--- src/rtl/rename_ctrl.sv ---
// Rename-stage sequencer: accepts decoded instructions, drives the alias-table ports and
// registers the renamed result toward dispatch. Define RENAME_STALL_CNT_EN for stall_cycles.
`ifndef ARCH_REG_NUM_WIDTH
`define ARCH_REG_NUM_WIDTH 5
`endif
`ifndef PHYSICAL_REG_NUM_WIDTH
`define PHYSICAL_REG_NUM_WIDTH 6
`endif

module rename_ctrl #(
   parameter int unsigned ARCH_REG_NUM_WIDTH     = `ARCH_REG_NUM_WIDTH,
   parameter int unsigned PHYSICAL_REG_NUM_WIDTH = `PHYSICAL_REG_NUM_WIDTH,
   parameter int unsigned TAG_WIDTH              = 8
) (
   input  logic                              clk,
   input  logic                              reset,
   input  logic                              flush,
   input  logic                              dec_valid,
   output logic                              dec_ready,
   input  logic [ARCH_REG_NUM_WIDTH-1:0]     dec_rs1,
   input  logic [ARCH_REG_NUM_WIDTH-1:0]     dec_rs2,
   input  logic [ARCH_REG_NUM_WIDTH-1:0]     dec_rd,
   input  logic                              dec_wr,
   input  logic [TAG_WIDTH-1:0]              dec_tag,
   output logic [ARCH_REG_NUM_WIDTH-1:0]     rat_read_reg_num1,
   output logic [ARCH_REG_NUM_WIDTH-1:0]     rat_read_reg_num2,
   output logic [ARCH_REG_NUM_WIDTH-1:0]     rat_write_reg_num,
   output logic                              rat_regwrite,
   input  logic [PHYSICAL_REG_NUM_WIDTH-1:0] rat_phy_read1,
   input  logic [PHYSICAL_REG_NUM_WIDTH-1:0] rat_phy_read2,
   input  logic [PHYSICAL_REG_NUM_WIDTH-1:0] rat_phy_write,
   input  logic                              rat_valid,
   output logic                              dsp_valid,
   input  logic                              dsp_ready,
   output logic [PHYSICAL_REG_NUM_WIDTH-1:0] dsp_prs1,
   output logic [PHYSICAL_REG_NUM_WIDTH-1:0] dsp_prs2,
   output logic [PHYSICAL_REG_NUM_WIDTH-1:0] dsp_prd,
   output logic                              dsp_wr,
   output logic [TAG_WIDTH-1:0]              dsp_tag,
   output logic [1:0]                        state
`ifdef RENAME_STALL_CNT_EN
   ,
   output logic [31:0]                       stall_cycles
`endif
);

   typedef enum logic [1:0] {
      StRun   = 2'd0,
      StStall = 2'd1,
      StFlush = 2'd2
   } state_e;

   state_e state_q, state_d;
   logic   eff_wr;
   logic   slot_free;
   logic   accept;

   // Reset gates acceptance so no allocation can escape while reset is held.
   always_comb begin
      eff_wr    = dec_wr && (dec_rd != '0);
      slot_free = !dsp_valid || dsp_ready;
      dec_ready = (state_q == StRun) && !flush && !reset && slot_free && (!eff_wr || rat_valid);
      accept    = dec_valid && dec_ready;
   end

   assign rat_regwrite      = accept && eff_wr;
   assign rat_read_reg_num1 = dec_rs1;
   assign rat_read_reg_num2 = dec_rs2;
   assign rat_write_reg_num = dec_rd;
   assign state             = state_q;

   always_comb begin
      state_d = state_q;
      case (state_q)
         StRun:   if (dec_valid && eff_wr && !rat_valid) state_d = StStall;
         StStall: if (rat_valid) state_d = StRun;
         StFlush: state_d = StRun;
         default: state_d = StRun;
      endcase
      if (flush) state_d = StFlush;
   end

   always_ff @(posedge clk or posedge reset) begin
      if (reset) begin
         state_q   <= StRun;
         dsp_valid <= 1'b0;
         dsp_prs1  <= '0;
         dsp_prs2  <= '0;
         dsp_prd   <= '0;
         dsp_wr    <= 1'b0;
         dsp_tag   <= '0;
      end else begin
         state_q <= state_d;
         if (flush) begin
            dsp_valid <= 1'b0;
         end else if (accept) begin
            dsp_valid <= 1'b1;
            dsp_prs1  <= rat_phy_read1;
            dsp_prs2  <= rat_phy_read2;
            dsp_prd   <= eff_wr ? rat_phy_write : '0;
            dsp_wr    <= eff_wr;
            dsp_tag   <= dec_tag;
         end else if (dsp_ready) begin
            dsp_valid <= 1'b0;
         end
      end
   end

`ifdef RENAME_STALL_CNT_EN
   logic [31:0] stall_cnt_q;

   always_ff @(posedge clk or posedge reset) begin
      if (reset) begin
         stall_cnt_q <= '0;
      end else if (dec_valid && !dec_ready && !flush && (stall_cnt_q != 32'hFFFF_FFFF)) begin
         stall_cnt_q <= stall_cnt_q + 32'd1;
      end
   end

   assign stall_cycles = stall_cnt_q;
`endif

endmodule

--- config.mk ---
export PLATFORM = sky130hd
export DESIGN_NAME = rename_ctrl
export DESIGN_NICKNAME = d
export VERILOG_FILES = /design/src/rtl/rename_ctrl.sv
export SDC_FILE = /design/constraint.sdc
export NUM_CORES = 1
export LEC_CHECK = 0
export ABC_CLOCK_PERIOD_IN_PS = 2100
export CORE_ASPECT_RATIO = 0.5
export CORE_MARGIN = 5
export CORE_UTILIZATION = 42
export DETAILED_ROUTE_END_ITERATION = 7
export DONT_BUFFER_PORTS = 1
export PLACE_DENSITY_LB_ADDON = 0.05
export SYNTH_ARGS = -nofsm -noshare
export SYNTH_HDL_FRONTEND = slang
export SYNTH_SLANG_ARGS = --single-unit
--- constraint.sdc ---
create_clock -name clk -period 2.1 [get_ports clk]
set_input_delay 0.315 -clock clk [delete_from_list [all_inputs] [get_ports clk]]
set_output_delay 0.315 -clock clk [all_outputs]
set_load 0.01 [all_outputs]
==> results.md, run 1 <==
* DR WL/cell at 20.92 um
* First-pass GRT wire length at about 4300 um
* Number of global-route vias before repair at ~770
* Count of pins over their slew limit at 0
* Vias/cell at 5.516
* Final HPWL DP at around 2000 um
* Layout fillers at 274
* Violated checks: negative hold slack
* Die width at 90.63 um
* Hold slack at -1.619 ps
* CTS clk-pin slew, worst paths at 60 ps
* CP Capture Type: output port
* Clock Sinks at 30
* Ant diodes at 0
* CP peak stage delay at 440 ps
* Final Hold Fails at 1
* Cts bufs inserted at 5
* VDD IR max at 0.4895 mV
* Die H at 50.31 um
* Part of the Yosys area used for sequential elements at a little over half
* # resized after CTS at 0
* Most common cell after layout, fill and taps aside: dfrtp_1
* WS Path Type: register to output port
* Initial antenna violation count at 0
* Post-synthesis register bit count at 30
* Fmax at roughly 510 MHz
* Overall Global Routing Usage at 11.94%
* Worst slew margin at about three quarters
* Final Setup Violations at 0
* Share of layout cells above drive strength 1 at 38.37%
* Total Wirelength at 2636 um
* Clock skew at 4.047 ps
* Max-Cap Viols at 0
* Largest area contributor in the netlist: dfrtp_1
* Clock latency on the worst-skew pair at about 270 ps
* Synth area leaders: dfrtp_1, mux2_4, buf_4, a22o_1, buf_6
* Cells after Synth at between 90 and 100
* Post-CTS setup buffers at 0
* CP cell instances: nor4_2 > and3_2 > and4_2
* Number of buffers and inverters on the critical path at 0
* DRC Markers at 0
* Power Total at 0.001508 W
* Largest net degree at the start of global routing at 31
* Overflow after GRT at 0
* Area grow syn2layout at 1.925%
* Pleak at 0.6411 nW
* Syn nets at around 140
* Status: finished, violations left
* Syn. warnings at 0
* Port buffer count at 0
* CP max FO at 7
* Initial Util at 44.53%
* Total I/O pin count at 95
* H-tree Lvls at 2
* Post-synth top area share at 55.00%
* Synth cell types at 19
* Longest Clk Path Bufs at 2
* CP arrival at 1660 ps
* Final GP Congestion at just over 0.7
* Via count at ~700
* Slew @ Worst Pin at 370.3 ps
* CP top delay family: simple AND/OR/NAND/NOR gates
* Iter 0 DRT Violations at 16
* Most frequent cells in the layout: dfrtp_1, mux2_4, a22o_1, clkbuf_8
* CP max-delay cell: dfrtp_1
* CTS Hold Bufs at 0
* Power density cells at 1084 nW/um2
* Required @ worst endpoint at between 1500 and 2000 ps
* Final worst slack at 125.7 ps
* Tmin final at a little under 2000 ps
* HP Class: input port to async pin
* CTS tree: done
* Die ar. at 4559 um2
* Fin crit share at 94.01%
* Antenna Nets Post-Route at 0
* Pre-CTS setup slack at 255.6 ps
* Startpoint Class: register
* Post-Syn Area at 1365 um2
* Total core area at 3065 um2
* Row Count at 14
* Fin Setup TNS at 0 ps
* First-pass DRT Iterations at 4
* Clock Root Buffer: clkbuf_8
* RSZ-0062 raised after global routing: false
* Final #Nets at ~130
* Synthesized area per cell at about 14 um2
[state kept, by name (all words and copies together), names as in the netlist]
| register | cells |
|---|---|
| dsp_prd | 6 |
| dsp_tag | 8 |
| dsp_prs1 | 6 |
| dsp_wr | 1 |
| state | 2 |
| dsp_prs2 | 6 |
| dsp_valid | 1 |
[Yosys cell counts, drive strengths merged]
cell and count:
and2b 1, mux2 20, clkbuf 1, nor4 3, o21ai 1, dfrtp 30
nand2b 3, a22o 6, and4 1, a31oi 1, a21oi 3, nor2 1
and3 1, nand2 3, buf 18, inv 2
[cell type report]
cell class | count | area (um2) | area share, %
Clock buffer | 7 | 86.33 | 6.205
Inverter | 2 | 7.507 | 0.5396
Timing Repair Buffer | 2 | 27.53 | 1.978
Multi-Input combinational cell | 44 | 464.2 | 33.36
Sequential cell | 30 | 750.7 | 53.96
Tap cell | 40 | 50.05 | 3.597
Clock inverter | 1 | 5.005 | 0.3597
[metrics by stage]
stage               hold WS [ps]  instance area, um2  util (%)  std cells
global placement           291.2                1299     42.37        118
detailed placement         304.0                1299     42.37        118
finish                    -1.619                1391     45.39        126
floorplan                  386.0                1365         -         95
CTS                        2.540                1390     45.35        126
global route               31.19                1391     45.39        126
[final timing paths]
| path | cells after the start | start | endpoint | slack (ps) |
|---|---|---|---|---|
| min in group clk | 0 | flush | state[1] | 70 |
| worst max register to register | 5 | state[1] | dsp_prs1[4] | 260 |
| worst min register to register | 1 | state[1] | state[0] | 560 |
| worst min-delay path | 2 | reset | dsp_prs2[3] | -2 |
| worst max-delay path | 3 | state[1] | rat_regwrite | 130 |
| max in group asynchronous | 2 | reset | dsp_prd[2] | 1830 |
[per-layer routing]
layer	part of all wire, %	wire, um	vias up	global-route usage (%)
li1	-	-	295	-
met3	13	343	8	8.060
met4	0.87	23	0	4.455
met5	0	0	-	0
met2	48	1258	52	18.55
met1	38	1011	340	13.11
[power by group]
part / switching (W) / total, W / internal, W
logic: 0.0000535 / 0.000200 / 0.000146
clock network: 0.000199 / 0.000463 / 0.000264
registers: 0.000147 / 0.000845 / 0.000698
total: 0.000400 / 0.00151 / 0.00111
[cells by family (layout without fill, tap and decap cells)]
group	Yosys count	count (layout)	synth area share, %
buffers and inverters	21	12	11.09
flip-flops	30	30	55.00
AO/OA/AOI/OAI	11	11	5.774
multiplexers	20	20	22.00
AND/OR/NAND/NOR	13	13	6.141
(Power assumes the default switching activity.)
==> run 2: changes to the inputs <==
--- a/config.mk
+++ b/config.mk
@@ -6,9 +6,8 @@
 export NUM_CORES = 1
 export LEC_CHECK = 0
 export ABC_CLOCK_PERIOD_IN_PS = 2100
-export CORE_ASPECT_RATIO = 0.5
 export CORE_MARGIN = 5
-export CORE_UTILIZATION = 42
+export CORE_UTILIZATION = 55
 export DETAILED_ROUTE_END_ITERATION = 7
 export DONT_BUFFER_PORTS = 1
 export PLACE_DENSITY_LB_ADDON = 0.05
==> run 2 against run 1 <==
The run now ends clean; non-clock buffer count up 2; via count grew 2.9%; hold slack better by 51 ps; power down 8.1%; sequential power about the same; critical endpoint unchanged; highest routed layer unchanged.
==> results.md, run 2 (synthesis results as in run 1) <==
* Status: finished clean
* Die ar. at 3578 um2 (-22%)
* Clock latency on the worst-skew pair at 320 ps (+50 ps)
* Clock Sinks at 30 (unchanged)
* Number of global-route vias before repair at 783 (+1.6%)
* Ant diodes at 0 (unchanged)
* Final Setup Violations at 0 (unchanged)
* Required @ worst endpoint at 1780 ps (about the same)
* Internal cell power at 0.001008 W (-9.1%)
* First-pass DRT Iterations at 2 (-2)
* Port buffer count at 0 (unchanged)
* Worst slew margin at 71.98% (-3.3 points)
* Fin crit share at 94.49% (+0.47 points)
* VDD IR max at 0.5544 mV (+13%)
* Max-Cap Viols at 0 (unchanged)
* Iter 0 DRT Violations at 13 (-3)
* Power density cells at 1013 nW/um2 (-6.6%)
* RSZ-0062 raised after global routing: false
* Most common cell after layout, fill and taps aside: dfrtp_1
* Clock skew at 9.114 ps (+5.066 ps)
* Clock Root Buffer: clkbuf_4
* R2r startpoint: state[1]
* Die width at 59.82 um (-34%)
* Overall Global Routing Usage at 15.00% (+3.1 points)
* Design Area, Final at 1369 um2 (-1.6%)
* Total I/O pin count at 95 (unchanged)
* Largest net degree at the start of global routing at 31 (unchanged)
* Cts bufs inserted at 5 (unchanged)
* Die H at 59.82 um (+19%)
* Max reg flops at 8 (unchanged)
* HP Class: input port to register
* Row Count at 18 (+4)
* Area grow syn2layout at 0.2748%
* Fmax at 504.0 MHz (-0.50%)
* Via count at 715 (+2.9%)
* Comb pwr share at 14.5% (+1.2 points)
* Critical Path Source: state[1]
* CP Capture Type: output port
* Count of pins over their slew limit at 0 (unchanged)
* Net Switching at 0.0003790 W (-5.2%)
* DR WL/cell at 21.68 um (+3.6%)
* Register with the most flip-flops: dsp_tag
* Final HPWL DP at 1840 um (-7.0%)
* Most frequent cells in the layout: dfrtp_1, mux2_4, a22o_1, clkbuf_4
* Dpl cell area at 1286 um2 (-0.96%)
* Final #Nets at 135 (+1.5%)
* Net Sw Frac at 27.34% (+0.82 points)
* Antenna Nets Post-Route at 0 (unchanged)
* Sequential power share at 60.7% (+4.6 points)
* Tmin final at 1984 ps (+9.957 ps)
* CTS tree: done
* Share of layout cells above drive strength 1 at 37.50% (-0.87 points)
* Final GP Congestion at 0.7592 (+6.0%)
* Vias/cell at 6.059 (+9.9%)
* Fin Setup TNS at 0 ps (unchanged)
* Register Area at 750.7 um2 (unchanged)
* Initial antenna violation count at 0 (unchanged)
* Clock share of power at 24.8% (-5.9 points)
* Total core area at 2432 um2 (-21%)
* Multi-input logic area at 465.4 um2 (+0.27%)
* Layout fillers at 198 (-28%)
* Pleak at 0.6371 nW (-0.61%)
* Worst min-delay path startpoint: rat_valid
* CTS clk-pin slew, worst paths at 90 ps (+30 ps)
* CP max FO at 7 (unchanged)
* First-pass GRT wire length at 3815 um (-10%)
* H-tree Lvls at 2 (unchanged)
* Final Hold Fails at 0 (-1)
* Longest Clk Path Bufs at 2 (unchanged)
* Startpoint Class: register
* Initial Util at 56.12% (+12 points)
* Total Wirelength at 2558 um (-3.0%)
* WS Path Type: register to output port
* DRC Markers at 0 (unchanged)
* CP arrival at 1670 ps (about the same)
* Slew @ Worst Pin at 416.4 ps (+46.11 ps)
* Overflow after GRT at 0 (unchanged)
[run 2: cell count changes in the layout (fill, tap and decap cells not counted), sizes merged]
cell	change
dlygate4sd3	+2
[run 2: stage by stage]
step	hold slack, ps	utilization (%)	instances	power [W]	setup WS, ps
finish	49.52	56.28	118	0.001387	115.8
global route	12.30	56.28	118	0.001472	7.184
CTS	34.78	56.22	118	0.001415	38.42
detailed placement	301.1	52.88	108	0.001054	278.3
global placement	299.6	52.88	108	0.001050	329.7
floorplan	386.0	-	95	0.001037	413.1
[run 2: layout make-up]
| cell class | count | share of cell area, % |
|---|---|---|
| clock buffers | 7 | 4.022 |
| repair buffers | 4 | 3.473 |
| flip-flops and latches | 30 | 54.84 |
| clock inverters | 1 | 0.3656 |
| multi-input cells | 44 | 34.00 |
| inverters | 2 | 0.5484 |
| well taps | 30 | 2.742 |
[run 2: timing repair]
item,CTS,global route
hold endpoints to repair,31,0
buffers inserted,0,0
hold buffers,2,0
resized for setup,1,1
endpoints found under the setup margin,1,1
[run 2: path summary, 6_finish.rpt]
| check | endpoint | slack [ps] | depth (start not counted) |
|---|---|---|---|
| worst max-delay path | rat_regwrite | 120 | 3 |
| worst min-delay path | state[0] | 50 | 1 |
| worst max register to register | dsp_prs2[2] | 250 | 5 |
| worst min register to register | state[0] | 550 | 1 |
| max in group asynchronous | dsp_prs1[4] | 1320 | 3 |
| min in group asynchronous | state[0] | 500 | 3 |
[run 2: metal layers]
layer  share of wire [%]  track usage (%)  wire length [um]  vias up
met5                   0                0                 0        -
met4                 1.1            6.646                27        0
met3                  15            11.45               394        5
met2                  48            22.38              1219       57
met1                  36            15.61               917      352
li1                    -                -                 -      301
[run 2: power groups by stage]
stage | logic [W] | registers, W | clock network [W]
after global routing | 0.000221 | 0.000860 | 0.000391
after CTS | 0.000205 | 0.000847 | 0.000363
after floorplan | 0.000211 | 0.000826 | 0
after detailed placement | 0.000198 | 0.000855 | 0
after global placement | 0.000192 | 0.000858 | 0
final | 0.000201 | 0.000842 | 0.000344
[run 2: critical path, cell delays in order, from the launching register on]
cell,delay [ps]
dfrtp_1,450
nor4_2,330
and3_2,270
and4_4,300
==> run 3: changes to the inputs <==
--- a/config.mk
+++ b/config.mk
@@ -11,6 +11,7 @@
 export DETAILED_ROUTE_END_ITERATION = 7
 export DONT_BUFFER_PORTS = 1
 export PLACE_DENSITY_LB_ADDON = 0.05
+export SETUP_SLACK_MARGIN = 0.3
 export SYNTH_ARGS = -nofsm -noshare
 export SYNTH_HDL_FRONTEND = slang
 export SYNTH_SLANG_ARGS = --single-unit
==> run 3 against run 2 <==
Cell area rose by 6.7%; hold slack worse by 3.8 ps; fmax rose by 7.7%; global-route usage is 0.090 points higher; sequential power about the same; non-clock buffer count up 5; worst setup slack better by 140 ps; critical endpoint unchanged; largest cell class unchanged; highest routed layer unchanged.
==> results.md, run 3 (synthesis results as in run 1) <==
* Die ar. at 3578 um2 (unchanged)
* Reg-to-Reg End: dsp_prs1[1]
* Clock skew at 8.239 ps (-0.8751 ps)
* CP Capture Type: output port
* Worst slew margin at 71.99% (about the same)
* Overflow after GRT at 0 (unchanged)
* Iter 0 DRT Violations at 5 (-8)
* Final Setup Violations at 0 (unchanged)
* Register with the most flip-flops: dsp_tag
* Die H at 59.82 um (unchanged)
* Cts bufs inserted at 5 (unchanged)
* Most frequent cells in the layout: dfrtp_1, mux2_4, a22o_1, clkbuf_4
* Final #Nets at 140 (+3.7%)
* Final GP Congestion at 0.7592 (unchanged)
* Clock Root Buffer: clkbuf_4
* VDD IR max at 0.5596 mV (+0.93%)
* Startpoint Class: register
* Final Hold Fails at 0 (unchanged)
* R2r startpoint: state[0]
* Longest Clk Path Bufs at 2 (unchanged)
* Antenna Nets Post-Route at 0 (unchanged)
* DRC Markers at 0 (unchanged)
* Power density cells at 957.8 nW/um2 (-5.4%)
* Reg2reg setup slack at 270 ps (+20 ps)
* Ant diodes at 0 (unchanged)
* Status: finished clean
* GR Util met1 at 15.19% (-0.41 points)
* Row Count at 18 (unchanged)
* HP Class: input port to register
* Final HPWL DP at 1840 um (unchanged)
* CP max FO at 7 (unchanged)
* Via count at 746 (+4.3%)
* Most common cell after layout, fill and taps aside: dfrtp_1
* Fin Setup TNS at 0 ps (unchanged)
* WS Path Type: register to output port
* Met2 usage at 22.99% (+0.62 points)
* Total core area at 2432 um2 (unchanged)
* CTS tree: done
* Area grow syn2layout at 6.966%
* Required @ worst endpoint at 1780 ps (about the same)
* CP arrival at 1530 ps (-140 ps)
* First-pass DRT Iterations at 2 (unchanged)
* H-tree Lvls at 2 (unchanged)
* Layout fillers at 193 (-2.5%)
* CTS clk-pin slew, worst paths at 90 ps (about the same)
* Slew @ Worst Pin at 416.3 ps (-0.1318 ps)
* First-pass GRT wire length at 3850 um (+0.92%)
* Fmax at 542.6 MHz (+7.7%)
* DR WL/cell at 21.89 um (+1.0%)
* Clock latency on the worst-skew pair at 320 ps (about the same)
* Tmin final at 1843 ps (-141.3 ps)
* Fin crit share at 87.76% (-6.7 points)
* Port buffer count at 0 (unchanged)
* Largest net degree at the start of global routing at 31 (unchanged)
* Vias/cell at 6.065 (about the same)
* Final worst slack at 257.1 ps (+141.3 ps)
* Critical Path End: rat_regwrite
* Share of layout cells above drive strength 1 at 41.94% (+4.4 points)
* GR Layer Usage met3 at 11.66% (+0.22 points)
* Pleak at 0.6718 nW (+5.4%)
* Die width at 59.82 um (unchanged)
* Most Crowded Layer GR: met2
* RSZ-0062 raised after global routing: true
* Critical Path Source: state[0]
* Max-Cap Viols at 0 (unchanged)
* Worst R2R Path Depth at 6 (+1)
* Number of global-route vias before repair at 794 (+1.4%)
* Clock Sinks at 30 (unchanged)
* Initial antenna violation count at 0 (unchanged)
* Overall Global Routing Usage at 15.09% (+0.090 points)
* Count of pins over their slew limit at 0 (unchanged)
* Total I/O pin count at 95 (unchanged)
* Initial Util at 56.12% (unchanged)
* Max reg flops at 8 (unchanged)
* Pre-CTS setup slack at 278.3 ps (unchanged)
* Total Wirelength at 2693 um (+5.3%)
-- run 3: layer usage --
metal,wire (um),up-vias
met5,0,-
met1,906,368
met4,27,0
li1,-,315
met2,1364,58
met3,396,5
-- run 3: worst min-delay path by stage --
| stage | startpoint | endpoint | slack, ps | cells after the start |
|---|---|---|---|---|
| floorplan | rat_valid | state[0] | 390 | 1 |
| finish | rat_valid | state[0] | 50 | 1 |
| detailed placement | reset | state[0] | 300 | 2 |
| global placement | reset | state[0] | 300 | 2 |
| CTS | rat_valid | state[0] | 30 | 1 |
| global route | rat_valid | state[0] | 9 | 1 |
-- run 3: cell type report --
class / count / area, um2 / area share, %
repair buffers: 9 / 123.9 / 8.483
clock inverters: 1 / 5.005 / 0.3428
multi-input cells: 44 / 479.2 / 32.82
flip-flops and latches: 30 / 752.0 / 51.50
clock buffers: 7 / 55.05 / 3.770
well taps: 30 / 37.54 / 2.571
inverters: 2 / 7.507 / 0.5141
-- run 3: timing repair --
| action | CTS | global route |
|---|---|---|
| hold buffers | 2 | 0 |
| gates resized for setup | 3 | 3 |
| setup buffers | 2 | 0 |
| hold endpoints to repair | 31 | 0 |
| gates cloned | 0 | 3 |
| pin swaps | 3 | 0 |
| setup endpoints to repair | 21 | 27 |
-- run 3: power by group --
part / total, W / internal, W / switching (W)
Sequential: 0.000843 / 0.000697 / 0.000146
Combinational: 0.000210 / 0.000156 / 0.0000540
Clock: 0.000346 / 0.000162 / 0.000184
Total: 0.00140 / 0.00101 / 0.000384
-- run 3: critical path: stages, from the launching register on --
cell,delay (ps)
dfrtp_2,460
nor4_4,250
and3_4,230
and4_4,270
-- run 3: through the flow --
stage	power [W]	instance area (um2)	hold slack, ps	utilization [%]	std cells
finish	0.001399	1460	45.74	60.03	123
CTS	0.001417	1388	34.80	57.05	120
global route	0.001481	1460	8.642	60.03	123
global placement	0.001050	1286	299.6	52.88	108
floorplan	0.001037	1365	386.0	-	95
detailed placement	0.001054	1286	301.1	52.88	108
